--- src/rtl/dma_burst_read_engine_if.sv ---
// c0 read-channel bundle between the burst read engine (master) and the
// MPF-wrapped memory side (slave): request header, back-pressure, responses.
interface dma_burst_read_engine_if;
  logic         tx_valid;
  logic [1:0]   tx_vc_sel;
  logic [3:0]   tx_req_type;
  logic [1:0]   tx_cl_len;
  logic [41:0]  tx_address;
  logic [15:0]  tx_mdata;
  logic         tx_alm_full;
  logic         rx_rsp_valid;
  logic [15:0]  rx_mdata;
  logic [511:0] rx_data;

  modport master (
    output tx_valid, tx_vc_sel, tx_req_type, tx_cl_len, tx_address, tx_mdata,
    input  tx_alm_full, rx_rsp_valid, rx_mdata, rx_data
  );

  modport slave (
    input  tx_valid, tx_vc_sel, tx_req_type, tx_cl_len, tx_address, tx_mdata,
    output tx_alm_full, rx_rsp_valid, rx_mdata, rx_data
  );
endinterface

--- src/rtl/dma_burst_read_engine.sv ---
// Burst DMA read engine: streams a latched job of cache lines from the c0 read
// channel in order, with a credit limit on lines in flight and epoch-based drop/rewind.
module dma_burst_read_engine #(
  parameter int unsigned BURST           = 4,
  parameter int unsigned MAX_OUTSTANDING = 64,
  parameter int unsigned EPOCH_W         = 8,
  parameter int unsigned CNT_W           = 10
) (
  input  logic                    clk,
  input  logic                    reset,
  input  logic [41:0]             src_addr,
  input  logic [31:0]             src_ncl,
  input  logic                    start,
  input  logic                    drop,
  dma_burst_read_engine_if.master c0,
  output logic [511:0]            out,
  output logic                    out_valid,
  output logic                    done,
  output logic                    busy,
  output logic [CNT_W-1:0]        outstanding
);

  localparam int unsigned CW1          = CNT_W + 1;
  localparam logic [1:0]  BURST_MASK   = 2'(BURST - 1);
  localparam logic [1:0]  VC_VA        = 2'h0;
  localparam logic [3:0]  REQ_RDLINE_S = 4'h1;

  typedef enum logic [2:0] {
    S_IDLE,
    S_RUN,
    S_WAIT,
    S_DROP,
    S_FINISH
  } state_e;

  state_e             state_q, state_d;
  logic [41:0]        addr_q, addr_d;
  logic [31:0]        ncl_q, ncl_d;
  logic [31:0]        req_idx_q, req_idx_d;
  logic [31:0]        rsp_idx_q, rsp_idx_d;
  logic [EPOCH_W-1:0] epoch_q, epoch_d;
  logic [CNT_W-1:0]   outstanding_q, outstanding_d;
  logic               tx_valid_q, tx_valid_d;
  logic [1:0]         tx_cl_len_q, tx_cl_len_d;
  logic [41:0]        tx_address_q, tx_address_d;
  logic [15:0]        tx_mdata_q, tx_mdata_d;
  logic [511:0]       out_q, out_d;
  logic               out_valid_q, out_valid_d;
  logic               done_q, done_d;

  logic [41:0]        cur_addr;
  logic [31:0]        remaining;
  logic               aligned;
  logic [2:0]         len;
  logic [CW1-1:0]     credit_need;
  logic               issue;
  logic               accept;
  logic [CNT_W-1:0]   cnt_sum;

  // Request sizing: a full burst only from a BURST-aligned line with enough lines left.
  always_comb begin
    cur_addr    = addr_q + 42'(req_idx_q);
    remaining   = ncl_q - req_idx_q;
    aligned     = (cur_addr[1:0] & BURST_MASK) == 2'b00;
    len         = (aligned && (remaining >= 32'(BURST))) ? 3'(BURST) : 3'd1;
    credit_need = {1'b0, outstanding_q} + CW1'(len);
    issue       = (state_q == S_RUN) && !c0.tx_alm_full && (req_idx_q < ncl_q) &&
                  (credit_need <= CW1'(MAX_OUTSTANDING));
    accept      = c0.rx_rsp_valid && (c0.rx_mdata == 16'(epoch_q)) &&
                  ((state_q == S_RUN) || (state_q == S_WAIT));
  end

  always_comb begin
    state_d = state_q;
    case (state_q)
      S_IDLE:   if (start) state_d = S_RUN;
      S_RUN: begin
        if (drop)                        state_d = S_DROP;
        else if (req_idx_q == ncl_q)     state_d = S_WAIT;
      end
      S_WAIT: begin
        if (rsp_idx_q == ncl_q)          state_d = S_FINISH;
        else if (drop)                   state_d = S_DROP;
      end
      S_DROP:   if (!drop) state_d = S_RUN;
      S_FINISH: state_d = S_IDLE;
      default:  state_d = S_IDLE;
    endcase
  end

  // Every response returns a credit regardless of epoch; saturating at zero keeps
  // responses to requests abandoned by a reset from wrapping the counter.
  always_comb begin
    cnt_sum = outstanding_q;
    if (issue) cnt_sum = cnt_sum + CNT_W'(len);
    if (c0.rx_rsp_valid && (cnt_sum != '0)) cnt_sum = cnt_sum - CNT_W'(1);
    outstanding_d = cnt_sum;
  end

  always_comb begin
    addr_d    = addr_q;
    ncl_d     = ncl_q;
    req_idx_d = req_idx_q;
    rsp_idx_d = rsp_idx_q;
    epoch_d   = epoch_q;

    if ((state_q == S_IDLE) && start) begin
      addr_d    = src_addr;
      ncl_d     = src_ncl;
      req_idx_d = '0;
      rsp_idx_d = '0;
    end
    if (issue)  req_idx_d = req_idx_q + 32'(len);
    if (accept) rsp_idx_d = rsp_idx_q + 32'd1;
    if (state_q == S_DROP) req_idx_d = rsp_idx_q;
    // A new epoch is only needed when stale lines can still come back.
    if ((state_d == S_DROP) && (state_q != S_DROP) && (outstanding_d != '0))
      epoch_d = epoch_q + EPOCH_W'(1);

    tx_valid_d   = issue;
    tx_cl_len_d  = 2'(len - 3'd1);
    tx_address_d = cur_addr;
    tx_mdata_d   = 16'(epoch_q);

    out_valid_d  = accept;
    out_d        = accept ? c0.rx_data : out_q;
    done_d       = (state_q == S_FINISH);
  end

  always_ff @(posedge clk) begin
    if (reset) begin
      state_q       <= S_IDLE;
      addr_q        <= '0;
      ncl_q         <= '0;
      req_idx_q     <= '0;
      rsp_idx_q     <= '0;
      epoch_q       <= '0;
      outstanding_q <= '0;
      tx_valid_q    <= 1'b0;
      out_valid_q   <= 1'b0;
      done_q        <= 1'b0;
    end else begin
      state_q       <= state_d;
      addr_q        <= addr_d;
      ncl_q         <= ncl_d;
      req_idx_q     <= req_idx_d;
      rsp_idx_q     <= rsp_idx_d;
      epoch_q       <= epoch_d;
      outstanding_q <= outstanding_d;
      tx_valid_q    <= tx_valid_d;
      out_valid_q   <= out_valid_d;
      done_q        <= done_d;
    end
  end

  always_ff @(posedge clk) begin
    tx_cl_len_q  <= tx_cl_len_d;
    tx_address_q <= tx_address_d;
    tx_mdata_q   <= tx_mdata_d;
    out_q        <= out_d;
  end

  assign c0.tx_valid    = tx_valid_q;
  assign c0.tx_vc_sel   = VC_VA;
  assign c0.tx_req_type = REQ_RDLINE_S;
  assign c0.tx_cl_len   = tx_cl_len_q;
  assign c0.tx_address  = tx_address_q;
  assign c0.tx_mdata    = tx_mdata_q;

  assign out         = out_q;
  assign out_valid   = out_valid_q;
  assign done        = done_q;
  assign busy        = (state_q != S_IDLE);
  assign outstanding = outstanding_q;

endmodule
--- src/flat_wrapper.sv ---
// flat-port wrapper written by rule: the top's interface ports become plain ports
module dma_burst_read_engine_flat 
#(
  parameter int unsigned BURST           = 4,
  parameter int unsigned MAX_OUTSTANDING = 64,
  parameter int unsigned EPOCH_W         = 8,
  parameter int unsigned CNT_W           = 10
)
  (clk, reset, src_addr, src_ncl, start, drop, out, out_valid, done, busy, outstanding, c0_tx_valid, c0_tx_vc_sel, c0_tx_req_type, c0_tx_cl_len, c0_tx_address, c0_tx_mdata, c0_tx_alm_full, c0_rx_rsp_valid, c0_rx_mdata, c0_rx_data);
  dma_burst_read_engine_if c0_i ();
  input  logic clk;
  input  logic reset;
  input  logic [41:0] src_addr;
  input  logic [31:0] src_ncl;
  input  logic start;
  input  logic drop;
  output logic [511:0] out;
  output logic out_valid;
  output logic done;
  output logic busy;
  output logic [CNT_W-1:0] outstanding;
  output wire logic [$bits(c0_i.tx_valid)-1:0] c0_tx_valid;
  output wire logic [$bits(c0_i.tx_vc_sel)-1:0] c0_tx_vc_sel;
  output wire logic [$bits(c0_i.tx_req_type)-1:0] c0_tx_req_type;
  output wire logic [$bits(c0_i.tx_cl_len)-1:0] c0_tx_cl_len;
  output wire logic [$bits(c0_i.tx_address)-1:0] c0_tx_address;
  output wire logic [$bits(c0_i.tx_mdata)-1:0] c0_tx_mdata;
  input wire logic [$bits(c0_i.tx_alm_full)-1:0] c0_tx_alm_full;
  input wire logic [$bits(c0_i.rx_rsp_valid)-1:0] c0_rx_rsp_valid;
  input wire logic [$bits(c0_i.rx_mdata)-1:0] c0_rx_mdata;
  input wire logic [$bits(c0_i.rx_data)-1:0] c0_rx_data;
  assign c0_tx_valid = c0_i.tx_valid;
  assign c0_tx_vc_sel = c0_i.tx_vc_sel;
  assign c0_tx_req_type = c0_i.tx_req_type;
  assign c0_tx_cl_len = c0_i.tx_cl_len;
  assign c0_tx_address = c0_i.tx_address;
  assign c0_tx_mdata = c0_i.tx_mdata;
  assign c0_i.tx_alm_full = c0_tx_alm_full;
  assign c0_i.rx_rsp_valid = c0_rx_rsp_valid;
  assign c0_i.rx_mdata = c0_rx_mdata;
  assign c0_i.rx_data = c0_rx_data;
  dma_burst_read_engine #(.BURST(BURST), .MAX_OUTSTANDING(MAX_OUTSTANDING), .EPOCH_W(EPOCH_W), .CNT_W(CNT_W)) u_core (.clk(clk), .reset(reset), .src_addr(src_addr), .src_ncl(src_ncl), .start(start), .drop(drop), .c0(c0_i), .out(out), .out_valid(out_valid), .done(done), .busy(busy), .outstanding(outstanding));
endmodule
--- config.mk ---
export PLATFORM = sky130hd
export DESIGN_NAME = dma_burst_read_engine_flat
export DESIGN_NICKNAME = d
export VERILOG_FILES = /design/src/rtl/dma_burst_read_engine_if.sv /design/src/rtl/dma_burst_read_engine.sv /design/src/flat_wrapper.sv
export SDC_FILE = /design/constraint.sdc
export NUM_CORES = 1
export LEC_CHECK = 0
export ABC_AREA = 0
export CELL_PAD_IN_SITES_DETAIL_PLACEMENT = 0
export CELL_PAD_IN_SITES_GLOBAL_PLACEMENT = 1
export CORE_AREA = 2 2 468 470
export DETAILED_ROUTE_END_ITERATION = 8
export DIE_AREA = 0 0 470 472
export DONT_BUFFER_PORTS = 1
export PLACE_DENSITY = 0.36
export SLEW_MARGIN = 10
export SYNTH_ARGS = -nofsm -noshare
export SYNTH_HDL_FRONTEND = slang
export SYNTH_SLANG_ARGS = --single-unit
export TNS_END_PERCENT = 50
--- constraint.sdc ---
create_clock -name clk -period 57 [get_ports clk]
set_clock_uncertainty 0.05 [all_clocks]
set_input_delay 11.4 -clock clk [delete_from_list [all_inputs] [get_ports clk]]
set_output_delay 11.4 -clock clk [all_outputs]
set_load 0.005 [all_outputs]
==> impl_results.md, run 1 <==
* Mapped Area at 28000 um2
* Pin count of the biggest net entering global routing at 163
* Clock sinks at 725
* DRT iter0 DRCs at 1940
* Result of the run: completed
* Via count of the first global-routing pass at 18100
* Post-CTS Hold Fix Bufs at 0
* Avg Inst Size Synth at 13.1 um2
* Routed Wire Length at 202 mm
* Primary flip-flop cell chosen by synthesis mapping: edfxtp_1
* First-pass GRT wire length at 243 mm
* Combinational family with the most area after synthesis: simple AND/OR/NAND/NOR gates
* DRC errors left at 0
* Async SR Flop Fraction at 0%
* Remaining antenna violation count at 0
* Count of endpoints failing hold in the final timing report at 0
* Fin crit period at 15200 ps
* Worst EP arrival at 15510 ps
* Portion of netlist area occupied by mux cells at 0.652%
* Number of flops mapped to enable cells by yosys at 512
* Antenna violations before repair at 217
* Transition at the pin with the smallest max-transition slack at 1110 ps
* Top-area cell type share of the netlist area at 54.8%
* Final worst hold slack at 362 ps
* Number of gates given a new drive strength after cts at 0
* Total I/O pin count at 1200
* Count of filler cells inserted in the layout at 23900
* Worst rel slew slack at 26.1%
* # H-tree levels at 3
* Slew Viols, Final at 0
* Crit Reg-Reg Endpoint: u_core.epoch_q[3]
* # Post-CTS Setup Buffers at 0
* Detailed placer's ending HPWL at 169 mm
* Final GP Congestion at 0.919
* Die W at 470 um
* Sort of element at the end of the critical path: flip-flop
* Pre-CTS setup slack at 40940 ps
* Number of buffers between clock root and the deepest sink at 3
* Floorplan core area at 217000 um2
* CTS clk-pin slew, worst paths at 60 ps
* Static leakage power at 11.0 nW
* Overall global routing resource usage at 17.5%
* Worst min-delay path class: flip-flop to flip-flop
* Detailed-route via count at 19600
* P per Cell Area at 38.9 nW/um2
* Cell type with the largest total area after synthesis: edfxtp_1
* Number of placement rows at 171
* Synth Area in Adders at 3.40%
* Post-Synth Simple-Gate Area at 10.3%
* Peak Freq at 0.0658 GHz
* Clk Latency, worst-skew pair at 740 ps
* Register-to-Register Setup Slack at 47620 ps
* Kind of critical path: primary input to flip-flop
* Chip Height at 472 um
* Total iterations of the first detailed-routing run at 7
* Xor and xnor area share after synthesis at 3.50%
* Tcrit/Tclk final at 26.7%
* Sequential fraction of the synthesis area at 70.0%
* RSZ-0062 raised after global routing: false
* Setup-violating endpoint count in the final report at 0
* Setup crit start kind: primary input
* Complex-gate fraction of the synthesized area at 9.67%
* Post-Syn Instances at 2143
* Distinct cell type count of the synthesized netlist at 75
* CTS tree: yes
* Count of nets after finishing at 2868
* Largest cells by area after synthesis: edfxtp_1 (55%), dfxtp_1 (15%), a21oi_1 (3.6%)
* Count of warnings emitted by yosys at 0
* Average detailed-routed wire length per instance at 39.1 um
* Multi-input combinational cell area at 7780 um2
* Maximum Capacitance Violations at 0
* Max rail drop VDD at 0.0000225 V
* Grt total ovfl at 0
* Routed vias/inst at 3.79
* End point of the most critical hold path: u_core.c0.tx_mdata[7]
* Cell at the root of the clock tree: clkbuf_16
* Post-route setup slack at 41800 ps
* Startpoint of the tightest hold check path: u_core.epoch_q[7]
* Clock buffer count from CTS at 98
* Highest fanout seen on the critical path at 80
* Initial cell density of the core at 12.9%
* Critical path data required time at 57310 ps
* Number of cells traversed by the worst register-to-register path at 29
* Number of buffer cells added on primary ports at 0
* Worst R2R Start: u_core.req_idx_q[3]
* Flops & latches, synth at 725
* Die footprint at 222000 um2
* Synthesis-to-layout area growth at 24.1%
* Setup TNS at 0 ps
* Cells on Worst Hold Path at 0
* Fraction of final layout cells with drive strength greater than 1 at 9.52%
* Sequential Area at 19600 um2
-- routing by layer --
layer,global-route usage [%],up-vias,share of wire [%]
li1,-,8016,-
met1,20.8,9831,40
met2,28.4,1145,46
met3,8.35,441,11
met4,3.68,150,2.4
met5,0,-,0.54
-- cells by family (layout without fill, tap and decap cells) --
kind of cell / after synthesis / count (layout)
AOI/OAI and AO/OA: 442 / 442
xor gates and xnor gates: 112 / 112
and+or+nand+nor: 610 / 610
DFF: 725 / 725
adders and majority gates: 75 / 75
other: 2 / 59
buffers and inverters: 160 / 274
muxes: 17 / 17
-- worst max-delay path, cell delays in order --
cell     delay [ps]
inv_1            60
nor4_1          320
nand4_1         260
nor3_2          160
buf_4           640
buf_4           660
buf_4           780
buf_4           920
-- final cells by class --
cell class	count	share of cell area (%)
multi-input combinational	1270	22.4
inverter	70	0.755
tap	2854	10.3
sequential	725	56.5
antenna	45	0.324
timing repair buffer	20	0.432
clock buffer	113	7.33
clock inverter	71	2.05
-- layout by cell type (no fill, tap or decap), types with 10 or more instances in the layout --
cell        count
a21o_1         23
diode_2        45
nor3_1         42
o21ai_0        76
edfxtp_1      512
xnor2_1        91
a21oi_1       199
nand2b_1       18
o211ai_1       10
conb_1         14
ha_1           73
clkbuf_1       12
nand4_1        37
nor2_1        124
nand2_1       224
clkinvlp_4     11
or2_2          13
buf_4          20
dfxtp_1       213
nand3_1        54
a221oi_1       13
clkinv_1       17
nor4_1         13
xor2_1         21
or3_1          18
and2_1         13
inv_1          68
o21a_1         20
a31oi_1        17
a211oi_1       11
and3_1         10
clkbuf_16      99
clkinv_2       19
mux2i_1        12
-- stage by stage --
| stage | power [mW] | utilization [%] | std cells | area [um2] |
|---|---|---|---|---|
| 2_1_floorplan | 0.679 | - | 2155 | 28100 |
| 3_3_place_gp | 0.726 | 14.5 | 4939 | 31400 |
| 3_5_place_dp | 0.725 | 14.5 | 4939 | 31400 |
| 4_1_cts | 1.38 | 16.0 | 5123 | 34700 |
| 5_1_grt | 1.40 | 16.0 | 5130 | 34700 |
| 6_report | 1.35 | 16.1 | 5168 | 34800 |
-- power breakdown --
| part | total, mW | switching, mW | internal (mW) |
|---|---|---|---|
| registers | 0.592 | 0.0187 | 0.574 |
| logic | 0.119 | 0.0758 | 0.0428 |
| clock network | 0.641 | 0.276 | 0.365 |
| total | 1.35 | 0.370 | 0.982 |
-- cell usage after synthesis, drive strengths merged (4+ instances only) --
library cell	count
a211oi	14
a21boi	4
a21o	23
a21oi	201
a221oi	13
a22oi	5
a31oi	17
and2	15
and3	10
and4	6
buf	23
clkbuf	67
dfxtp	213
edfxtp	512
ha	73
inv	70
mux2	4
mux2i	13
nand2	225
nand2b	18
nand3	54
nand3b	6
nand4	37
nor2	124
nor2b	9
nor3	44
nor3b	7
nor4	13
o2111ai	4
o211ai	10
o21a	20
o21ai	77
o21bai	9
o22ai	4
o311ai	6
o31ai	11
or2	13
or3	18
xnor2	91
xor2	21
-- state kept, by name (all words and copies together), names as in the netlist --
register and count:
u_core.out 512, u_core.addr_q 42, u_core.c0.tx_address 42, u_core.ncl_q 32
u_core.req_idx_q 32, u_core.rsp_idx_q 32, u_core.outstanding 10, u_core.c0.tx_mdata 8
u_core.epoch_q 8, u_core.state_q 3, u_core.c0.tx_cl_len 1, u_core.c0.tx_valid 1
u_core.done 1, u_core.out_valid 1
-- worst max-delay path by stage --
| stage | from | to | slack, ps | depth (start not counted) |
|---|---|---|---|---|
| after global routing | c0_rx_rsp_valid | u_core.out[420] | 41450 | 8 |
| final | c0_rx_rsp_valid | u_core.out[181] | 41800 | 8 |
| after CTS | c0_rx_rsp_valid | u_core.out[420] | 41770 | 8 |
| after floorplan | c0_rx_mdata[4] | u_core.out[0] | 8520 | 3 |
| after global placement | c0_rx_rsp_valid | u_core.out[142] | 40900 | 8 |
| after detailed placement | c0_rx_rsp_valid | u_core.out[142] | 40940 | 8 |
No activity file was read; power rests on OpenSTA's default activity.
==> run 2: changes to the inputs <==
- clock period: 57 -> 15.2 ns (I/O delays scaled with it)
==> impl_results.md, run 2 (synthesized netlist as in run 1, its figures left out) <==
* Result of the run: completed
* Tcrit/Tclk final at 60.6%
* Crit Reg-Reg Endpoint: u_core.epoch_q[4]
* End point of the most critical hold path: u_core.c0.tx_mdata[7]
* Detailed placer's ending HPWL at 171 mm
* Synthesis-to-layout area growth at 25.1%
* Setup crit start kind: flip-flop
* Fraction of final layout cells with drive strength greater than 1 at 9.50%
* Count of filler cells inserted in the layout at 23900
* Most frequent cells in the layout: edfxtp_1 (512), nand2_1 (224), dfxtp_1 (213)
* Chip Height at 472 um
* Routed Wire Length at 205 mm
* Total I/O pin count at 1200
* Pre-CTS setup slack at 6030 ps
* Grt total ovfl at 0
* Most common cell after layout, fill and taps aside: edfxtp_1
* Number of gates given a new drive strength after cts at 0
* Via count of the first global-routing pass at 18000
* Number of cells traversed by the worst register-to-register path at 29
* Post-route setup slack at 5980 ps
* CTS clk-pin slew, worst paths at 60 ps
* Register-to-Register Setup Slack at 5980 ps
* Number of buffer cells added on primary ports at 0
* Max reg flops at 512
* Pin count of the biggest net entering global routing at 163
* Overall global routing resource usage at 17.8%
* Kind of critical path: flip-flop to flip-flop
* Clk Latency, worst-skew pair at 730 ps
* Most numerous cell on the critical path: ha_1
* Total power of the final layout at 5.19 mW
* Setup-violating endpoint count in the final report at 0
* Remaining antenna violation count at 0
* Maximum cell stage delay along the critical path at 900 ps
* RSZ-0062 raised after global routing: false
* Total iterations of the first detailed-routing run at 5
* Slew Viols, Final at 0
* Cells on Worst Hold Path at 0
* Highest fanout seen on the critical path at 59
* Max stage delay cell, worst path: o31ai_2
* Transition at the pin with the smallest max-transition slack at 1120 ps
* Average detailed-routed wire length per instance at 39.4 um
* Number of placement rows at 171
* Worst min-delay path class: flip-flop to flip-flop
* Clock buffer count from CTS at 97
* Fin crit period at 9220 ps
* Post-CTS Hold Fix Bufs at 0
* CTS tree: yes
* Startpoint of the tightest hold check path: u_core.epoch_q[7]
* Antenna violations before repair at 195
* Worst R2R Start: u_core.req_idx_q[3]
* Final worst hold slack at 352 ps
* Worst rel slew slack at 25.3%
* Static leakage power at 11.1 nW
* DRT iter0 DRCs at 1888
* Routed vias/inst at 3.77
* Detailed-route via count at 19700
* P per Cell Area at 148 nW/um2
* Count of endpoints failing hold in the final timing report at 0
* Count of nets after finishing at 2867
* # Post-CTS Setup Buffers at 0
* Max rail drop VDD at 0.0000785 V
* Peak Freq at 0.109 GHz
* Final GP Congestion at 0.906
* Number of buffers between clock root and the deepest sink at 3
* Clock sinks at 725
* Worst EP arrival at 9820 ps
* Cell at the root of the clock tree: clkbuf_16
* Critical path data required time at 15810 ps
* First-pass GRT wire length at 248 mm
* # H-tree levels at 3
* Maximum Capacitance Violations at 0
* Die W at 470 um
* DRC errors left at 0
* Sort of element at the end of the critical path: flip-flop
* Initial cell density of the core at 12.9%
* Floorplan core area at 217000 um2
* Die footprint at 222000 um2
run 2: routing by layer:
| layer | track usage [%] | routed length, um | up-vias |
|---|---|---|---|
| met1 | 22.3 | 84400 | 10000 |
| met4 | 3.42 | 3370 | 94 |
| li1 | - | - | 8062 |
| met5 | 0 | 628 | - |
| met3 | 7.92 | 23000 | 317 |
| met2 | 28.1 | 93800 | 1161 |
run 2: critical path, delay by kind of cell, from the launching register on:
kind | cells | cell delay, ps
compound gates | 15 | 4960
mux | 3 | 950
flops | 1 | 440
buf+inv | 2 | 690
xor+xnor | 2 | 400
simple gates | 4 | 650
fa+ha+maj | 3 | 1000
run 2: how the worst max path moves through the flow:
stage	end	slack, ps	start
after floorplan	u_core.out[0]	-1060	c0_rx_mdata[10]
after global placement	u_core.epoch_q[6]	6210	u_core.req_idx_q[1]
after detailed placement	u_core.epoch_q[3]	6030	u_core.req_idx_q[1]
after CTS	u_core.epoch_q[3]	6010	u_core.req_idx_q[3]
after global routing	u_core.epoch_q[6]	5050	u_core.req_idx_q[1]
final	u_core.epoch_q[4]	5980	u_core.req_idx_q[3]
run 2: layout make-up:
cell class	count	area, um2	share of cell area (%)
diodes	98	245	0.699
clock buffers	121	2600	7.41
clock inverters	56	776	2.21
inverters	70	263	0.749
multi-input cells	1270	7800	22.2
flip-flops and latches	725	19600	56.0
well taps	2854	3570	10.2
repair buffers	20	175	0.499
run 2: where the power goes:
| part | switching, mW | internal, mW | leakage (nW) |
|---|---|---|---|
| clock network | 1.02 | 1.49 | 1.64 |
| registers | 0.0766 | 2.15 | 6.34 |
| logic | 0.293 | 0.162 | 3.15 |
run 2: metrics by stage:
step	utilization (%)	std cells	TNS, ps	cell area, um2
3_5_place_dp	14.5	4939	0	31500
4_1_cts	16.1	5116	0	34800
2_1_floorplan	-	2155	-544440	28100
5_1_grt	16.1	5157	0	34900
3_3_place_gp	14.5	4939	0	31500
6_report	16.2	5214	0	35100
